==> src/rtl/seg_scan_ctrl_if.sv <==
// Scan controller bus: enable and digit mask in, digit select, anodes and frame marker out.
// No clock here; the controller samples everything on clk at the top level.
interface seg_scan_ctrl_if;
  logic       en;
  logic [7:0] digit_mask;
  logic [2:0] sel;
  logic [7:0] an;
  logic       frame_done;

  modport master (
    output en,
    output digit_mask,
    input  sel,
    input  an,
    input  frame_done
  );

  modport slave (
    input  en,
    input  digit_mask,
    output sel,
    output an,
    output frame_done
  );
endinterface

==> src/rtl/seg_scan_ctrl.sv <==
// Seven-segment scan controller: BLANK/ON phases per digit, active-low anodes, frame pulse.
// All outputs registered from next-state decode; en low darkens the display and freezes sel.
module seg_scan_ctrl #(
  parameter int CLK_DIV      = 100000,
  parameter int BLANK_CYCLES = 1000,
  parameter int NUM_DIGITS   = 4
) (
  input  logic          clk,
  input  logic          reset,
  seg_scan_ctrl_if.slave bus
);

  localparam int CNT_MAX = (CLK_DIV > BLANK_CYCLES) ? CLK_DIV : BLANK_CYCLES;
  localparam int CW      = (CNT_MAX > 1) ? $clog2(CNT_MAX) : 1;

  localparam logic [CW-1:0] BLANK_LAST = CW'(BLANK_CYCLES - 1);
  localparam logic [CW-1:0] ON_LAST    = CW'(CLK_DIV - 1);
  localparam logic [2:0]    SEL_LAST   = 3'(NUM_DIGITS - 1);

  typedef enum logic {
    ST_BLANK,
    ST_ON
  } state_t;

  state_t        state;
  logic [CW-1:0] cnt;
  logic [2:0]    sel;
  logic [7:0]    an;
  logic          frame_done;
  logic          mask_q;

  always_ff @(posedge clk) begin
    if (reset) begin
      state      <= ST_BLANK;
      cnt        <= '0;
      sel        <= 3'd0;
      an         <= 8'hFF;
      frame_done <= 1'b0;
      mask_q     <= 1'b0;
    end else if (!bus.en) begin
      state      <= ST_BLANK;
      cnt        <= '0;
      an         <= 8'hFF;
      frame_done <= 1'b0;
    end else begin
      frame_done <= 1'b0;
      case (state)
        ST_BLANK: begin
          if (cnt == BLANK_LAST) begin
            cnt    <= '0;
            state  <= ST_ON;
            mask_q <= bus.digit_mask[sel];
            // anodes go low in the very first ON cycle, so decode from the mask being latched
            an     <= bus.digit_mask[sel] ? ~(8'd1 << sel) : 8'hFF;
          end else begin
            cnt <= cnt + 1'b1;
            an  <= 8'hFF;
          end
        end
        ST_ON: begin
          if (cnt == ON_LAST) begin
            cnt        <= '0;
            state      <= ST_BLANK;
            an         <= 8'hFF;
            sel        <= (sel == SEL_LAST) ? 3'd0 : sel + 3'd1;
            frame_done <= (sel == SEL_LAST);
          end else begin
            cnt <= cnt + 1'b1;
            an  <= mask_q ? ~(8'd1 << sel) : 8'hFF;
          end
        end
        default: begin
          state <= ST_BLANK;
          cnt   <= '0;
          an    <= 8'hFF;
        end
      endcase
    end
  end

  assign bus.sel        = sel;
  assign bus.an         = an;
  assign bus.frame_done = frame_done;

endmodule

==> src/flat_wrapper.sv <==
// flat-port wrapper written by rule: the top's interface ports become plain ports
module seg_scan_ctrl_flat 
#(
  parameter int CLK_DIV      = 100000,
  parameter int BLANK_CYCLES = 1000,
  parameter int NUM_DIGITS   = 4
)
  (clk, reset, bus_en, bus_digit_mask, bus_sel, bus_an, bus_frame_done);
  seg_scan_ctrl_if bus_i ();
  input  logic clk;
  input  logic reset;
  input wire logic [$bits(bus_i.en)-1:0] bus_en;
  input wire logic [$bits(bus_i.digit_mask)-1:0] bus_digit_mask;
  output wire logic [$bits(bus_i.sel)-1:0] bus_sel;
  output wire logic [$bits(bus_i.an)-1:0] bus_an;
  output wire logic [$bits(bus_i.frame_done)-1:0] bus_frame_done;
  assign bus_i.en = bus_en;
  assign bus_i.digit_mask = bus_digit_mask;
  assign bus_sel = bus_i.sel;
  assign bus_an = bus_i.an;
  assign bus_frame_done = bus_i.frame_done;
  seg_scan_ctrl #(.CLK_DIV(CLK_DIV), .BLANK_CYCLES(BLANK_CYCLES), .NUM_DIGITS(NUM_DIGITS)) u_core (.clk(clk), .reset(reset), .bus(bus_i));
endmodule
==> config.mk <==
export PLATFORM = sky130hd
export DESIGN_NAME = seg_scan_ctrl_flat
export DESIGN_NICKNAME = d
export VERILOG_FILES = /design/src/rtl/seg_scan_ctrl_if.sv /design/src/rtl/seg_scan_ctrl.sv /design/src/flat_wrapper.sv
export SDC_FILE = /design/constraint.sdc
export NUM_CORES = 1
export LEC_CHECK = 0
export ABC_AREA = 1
export BUFFER_PORTS_ARGS = -buffer_cell sky130_fd_sc_hd__buf_2
export CAP_MARGIN = 15
export CORE_MARGIN = 5
export CORE_UTILIZATION = 51
export DETAILED_ROUTE_END_ITERATION = 10
export GPL_ROUTABILITY_DRIVEN = 1
export MAX_ROUTING_LAYER = met4
export PLACE_DENSITY = 0.75
export RECOVER_POWER = 50
export SLEW_MARGIN = 10
export SYNTH_ARGS = -nofsm -noshare
export SYNTH_HDL_FRONTEND = slang
export SYNTH_SLANG_ARGS = --single-unit
==> constraint.sdc <==
create_clock -name clk -period 1.32 [get_ports clk]
set_input_delay 0.066 -clock clk [delete_from_list [all_inputs] [get_ports clk]]
set_output_delay 0.066 -clock clk [all_outputs]
set_load 0.01 [all_outputs]
Yosys cells after proc, flatten, opt, wreduce, memory -nomap -nowiden
Index checks and enable logic that the tools add are counted.

ROM bits: 0. Bits in latches: 0. Output and inout port bits: 12. Input port bits: 11. Word-level logic and storage cells: 35. Register bits: 31. Memories kept: 0. Memory bits (writable): 0.

Div/mod/pow operators: 0. Shifts and indexed selects: 1. Eq/ne operators: 3. Multiply operators: 0. Mux-type cells: 14. Magnitude comparators: 1. Add/sub/neg operators: 2. Bitwise logic cells: 4. Reduce and logical (&&, ||, !) cells: 4.

Operators with widths (number): $mux W17 (2); $pmux W17 S2 (1); $mux W8 (4); $add A17 B1 Y17 const B (1); $eq A17 B10 Y1 const B (1); $eq A17 B17 Y1 const B (1); $pmux W8 S2 (1); $not A8 Y8 (1); $shl A1 B3 Y8 const A (1); $reduce_and A3 Y1 (2); $lt A3 B4 Y1 const B (1); $reduce_or A4 Y1 (1); $add A3 B1 Y3 const B (1); $bmux W1 S3 (1); $eq A3 B2 Y1 const B (1); $mux W1 (3); $mux W3 (1); $not A1 Y1 (3); $pmux W1 S2 (1); $reduce_or A2 Y1 (1).

Depth between registers and ports, before layout
Depth in word-level cells: 5. Mapped depth: 10. Mapped depth without buffers: 9.

Worst setup path before layout
OpenSTA, ideal clock, no wires.

Kind: register -> register. From: register u_core.cnt[0]. To: register u_core.cnt[15]. Arrival time: 1.212 ns. Clock period less this slack: 1.330 ns. Buffers on the path: 0. Setup slack: -0.010 ns. Stages on the path, launching flop included: 9. Required time: 1.201 ns. Setup time: 0.119 ns. Cells stage by stage: dfxtp_1 -> ha_1 -> nand2_1 -> nor2_2 -> nand2_1 -> nor2_2 -> nand2_2 -> nand3_2 -> nor2_1.

Word-level cells in the longest chain between the ends: 3. Elaborated cells on any way between the ends: 6. Those cells by class: add/sub (1); eq/ne (2); mux (3).

RTL lines: from (decl) (line seg_scan_ctrl.sv:26) `logic [CW-1:0] cnt;`; from (signal assigned) (line seg_scan_ctrl.sv:56) `cnt <= cnt + 1'b1;`; from (signal assigned) (line seg_scan_ctrl.sv:68) `cnt <= cnt + 1'b1;`; $add A17 B1 Y17 (tied with other cells) (line seg_scan_ctrl.sv:56, seg_scan_ctrl.sv:68); $mux W17, on equally long branches (line seg_scan_ctrl.sv:61, seg_scan_ctrl.sv:49); $pmux W17 S2 * (line seg_scan_ctrl.sv:47) `case (state)`.

Every way passes the cells marked *; elsewhere a longest branch is shown, timed or not. A chain may end at the register's enable or synchronous reset.

Worst setup path in the final report
From: register u_core.cnt[0]. To: register u_core.cnt[6].

The elaborated chain is that of the path after synthesis.

==> run_results.csv <==
group,metric,value,unit
run_status,status,"complete, but fails checks",
run_status,violations,"setup timing",
logic_synthesis,yosysSeqAreaShare,0.3558,
routing,via_per_inst,5.091,
timing,finalHoldViolCount,0,
power,swShare,0.2190,
timing,finClkSkew,0.01120,ns
placed_design,io_buffers,22,
clock_tree,max-clock-path-buffers,2,
global_routing,grt_usage,0.2306,
worst_setup_path,cpLargestDelayFamily,"simple AND/OR/NAND/NOR gates",
worst_setup_path,crit_type,"reg -> reg",
routing,vias,1899,
placed_design,dpl_cell_area,0.002120,mm2
placed_design,place_congestion,0.9660,
logic_synthesis,synth_cell_types,20,
power,switchingPower,0.3970,mW
worst_setup_path,critPathLaunch,"u_core.cnt[0]$_SDFF_PP0_",
routing,drc_errors,0,
clock_tree,cts_tree,"built",
timing,rsz0062_at_grt,"true",
power,power.density,747.8,mW/mm2
timing,drv_slew,0,
floorplanning,die_h,68.48,um
global_routing,grt_max_degree,14,
timing,relSlewSlack,0.6797,
global_routing,grt_pass1_vias,1752,
floorplanning,core_area,0.003337,mm2
floorplanning,io_pins,23,
logic_synthesis,ys_seq_elements,31,
floorplanning,die_w,68.48,um
routing,dr.pass1.iters,4,
layout,stdcell_area,0.002425,mm2
power,p_int,1.416,mW
routing,ant_nets,0,
logic_synthesis,synth_area,0.001744,mm2
hold_path,min_from,"bus_en",
worst_setup_path,path_max_fanout,5,
layout,insertedDiodeCount,0,
clock_tree,htree_levels,2,
floorplanning,die_area,0.004690,mm2
logic_synthesis,ys_dominant_reg_cell,"dfxtp_1",
placed_design,post-place-ws,-0.1397,ns
logic_synthesis,syn_inst,266,
worst_setup_path,critPathBufInv,0,
clock_tree,path_clk_slew,0.11,ns
run,max_cap_viol_count,0,
power,finalPower,1.813,mW
global_routing,antenna_found_initial,0,
timing,worst_pin_slew,0.4799,ns
floorplanning,start_util,0.5227,
floorplanning,rows,21,
clock_tree,clkLatencyLatePin,0.34,ns
timing,max_freq,718.5,MHz
routing,wl,4.777,mm
power,seq_power_share,0.519,
hold_path,hold_class,"in -> reg",
worst_setup_path,slowest_stage,"dfxtp_2",
clock_tree,clkSinkCount,31,
timing,min_period_over_period,1.054,
power,ir_drop,672.2,uV
timing,fin_ws,-0.07178,ns
power,p_comb_frac,0.040,
logic_synthesis,synth_edf_count,0,
logic_synthesis,yosys_warnings,0,
power,clkPwrFrac,0.441,
worst_setup_path,start_kind,"register",
worst_setup_path,r2r_start,"u_core.cnt[0]$_SDFF_PP0_",
layout,nNetsFinal,342,
logic_synthesis,syn-num-nets,282,
global_routing,grt-ovfl-total,0,
timing,whs,0.04241,ns
worst_setup_path,crit_path_cell_trace,"ha_4 > nand2_4 > nor2_4 > nand2_2 > nor2_4 > nand2_4 > nand3_4 > nor2_1",
routing,wl_per_cell,12.81,um
layout,final_layout_size_suffix_gt1_frac,0.3486,
timing,min_period,1.392,ns
worst_setup_path,cp.required,1.55,ns
clock_tree,cts-root-buf,"clkbuf_4",
timing,setup-violations-final,21,
global_routing,grt_pass1_wl,7.755,mm
routing,dr.first_iter.drc_count,163,
worst_setup_path,critPathMaxStageDelay,0.37,ns
layout,synthToLayoutAreaGrowth,39.02,%
clock_tree,cts-buffers-inserted,5,
placed_design,place_hpwl,3.306,mm
power,leakage,1.041,nW
logic_synthesis,avgSynthCellArea,6.557,um2
worst_setup_path,worstSetupEndpointType,"register",
logic_synthesis,async_reset_ff_frac,0,
worst_setup_path,cp.arrival,1.62,ns
power by group through the flow:
stage               combinational, mW  clock [mW]  sequential [mW]
finish                         0.0729       0.799            0.941
global route                   0.0800       0.850            0.942
CTS                            0.0693       0.799            0.941
detailed placement             0.0599           0            0.961
global placement               0.0588           0            0.961
floorplan                      0.0301           0            0.961
registers in the layout, indices dropped and copies added (netlist names):
| register | count |
|---|---|
| u_core.bus.an | 8 |
| u_core.bus.frame_done | 1 |
| u_core.bus.sel | 3 |
| u_core.cnt | 17 |
| u_core.state | 1 |
| u_core.mask_q | 1 |
cells in the mapped netlist (4+ instances only):
cell type | n | area share
dfxtp_1 | 31 | 0.36
ha_1 | 5 | 0.036
inv_1 | 41 | 0.088
nand2_1 | 55 | 0.12
nand2_2 | 4 | 0.014
nand3_1 | 24 | 0.069
nand4_1 | 7 | 0.025
nor2_1 | 51 | 0.11
nor2_2 | 5 | 0.018
nor3_1 | 14 | 0.040
o21ai_0 | 5 | 0.014
xor2_1 | 9 | 0.045
cells in the final DEF (no fill, tap or decap), types with 3 or more instances in the layout:
master / Yosys / routed
nor2_2: 5 / 10
nand2_4: 0 / 3
nand2_2: 4 / 7
nor2_1: 51 / 42
clkbuf_4: 0 / 5
nor3_1: 14 / 12
nand3_2: 3 / 6
nand4_1: 7 / 7
dfxtp_1: 31 / 22
nor2_4: 2 / 6
clkbuf_1: 1 / 7
inv_2: 0 / 5
ha_1: 5 / 4
dfxtp_2: 0 / 9
o21ai_1: 2 / 3
nand3_4: 0 / 4
nand3_1: 24 / 18
buf_4: 0 / 31
buf_2: 2 / 15
inv_1: 41 / 35
xor2_1: 9 / 8
nand2_1: 55 / 49
metal layers:
metal / routed length [um] / global-route usage
met1: 2009 / 0.2615
met4: 128 / 0.1092
met3: 301 / 0.05747
met5: 0 / -
met2: 2338 / 0.3778
cell type report:
type	instances	area [um2]
clock buffers	6	51.30
flip-flops and latches	31	631.9
well taps	46	57.56
fillers	241	912.1
clock inverters	2	35.03
multi-input cells	191	1126
inverters	41	156.4
repair buffers	56	366.6
worst paths after layout:
check             depth (start not counted)                              to  slack (ns)
hold reg to reg                           2        u_core.cnt[0]$_SDFF_PP0_        0.55
setup / recovery                          8        u_core.cnt[6]$_SDFF_PP0_       -0.07
hold / removal                            3  u_core.bus.sel[0]$_SDFFE_PP0P_        0.04
setup reg to reg                          8        u_core.cnt[6]$_SDFF_PP0_       -0.07
tightest hold or removal path: cells and delay by family:
family,cells,cell delay [ns]
and+or+nand+nor,1,0.11
buffers and inverters,1,0.13
AOI/OAI and AO/OA,1,0.05
per-stage QoR:
step,util,setup TNS (ns),instances
3_3_place_gp,0.6352,-1.109,360
2_1_floorplan,-,0,266
6_report,0.7267,-0.7282,373
4_1_cts,0.7019,-0.2166,372
3_5_place_dp,0.6352,-2.087,360
5_1_grt,0.7267,-2.865,373
kinds of logic after synthesis:
group / synth area share
AND/OR/NAND/NOR: 0.4333
buffers and inverters: 0.1040
flip-flops: 0.3558
AO/OA/AOI/OAI: 0.02582
XOR/XNOR: 0.04520
adder cells (fa/ha/maj): 0.03587
what timing repair did:
action,CTS,global route
resized for setup,31,28
setup endpoints to repair,29,29
pin swaps,13,15
setup buffers,2,1
gates cloned,1,0
hold buffers,1,0
endpoints found under the hold margin,1,0
Power figures use the tool's default switching activity.
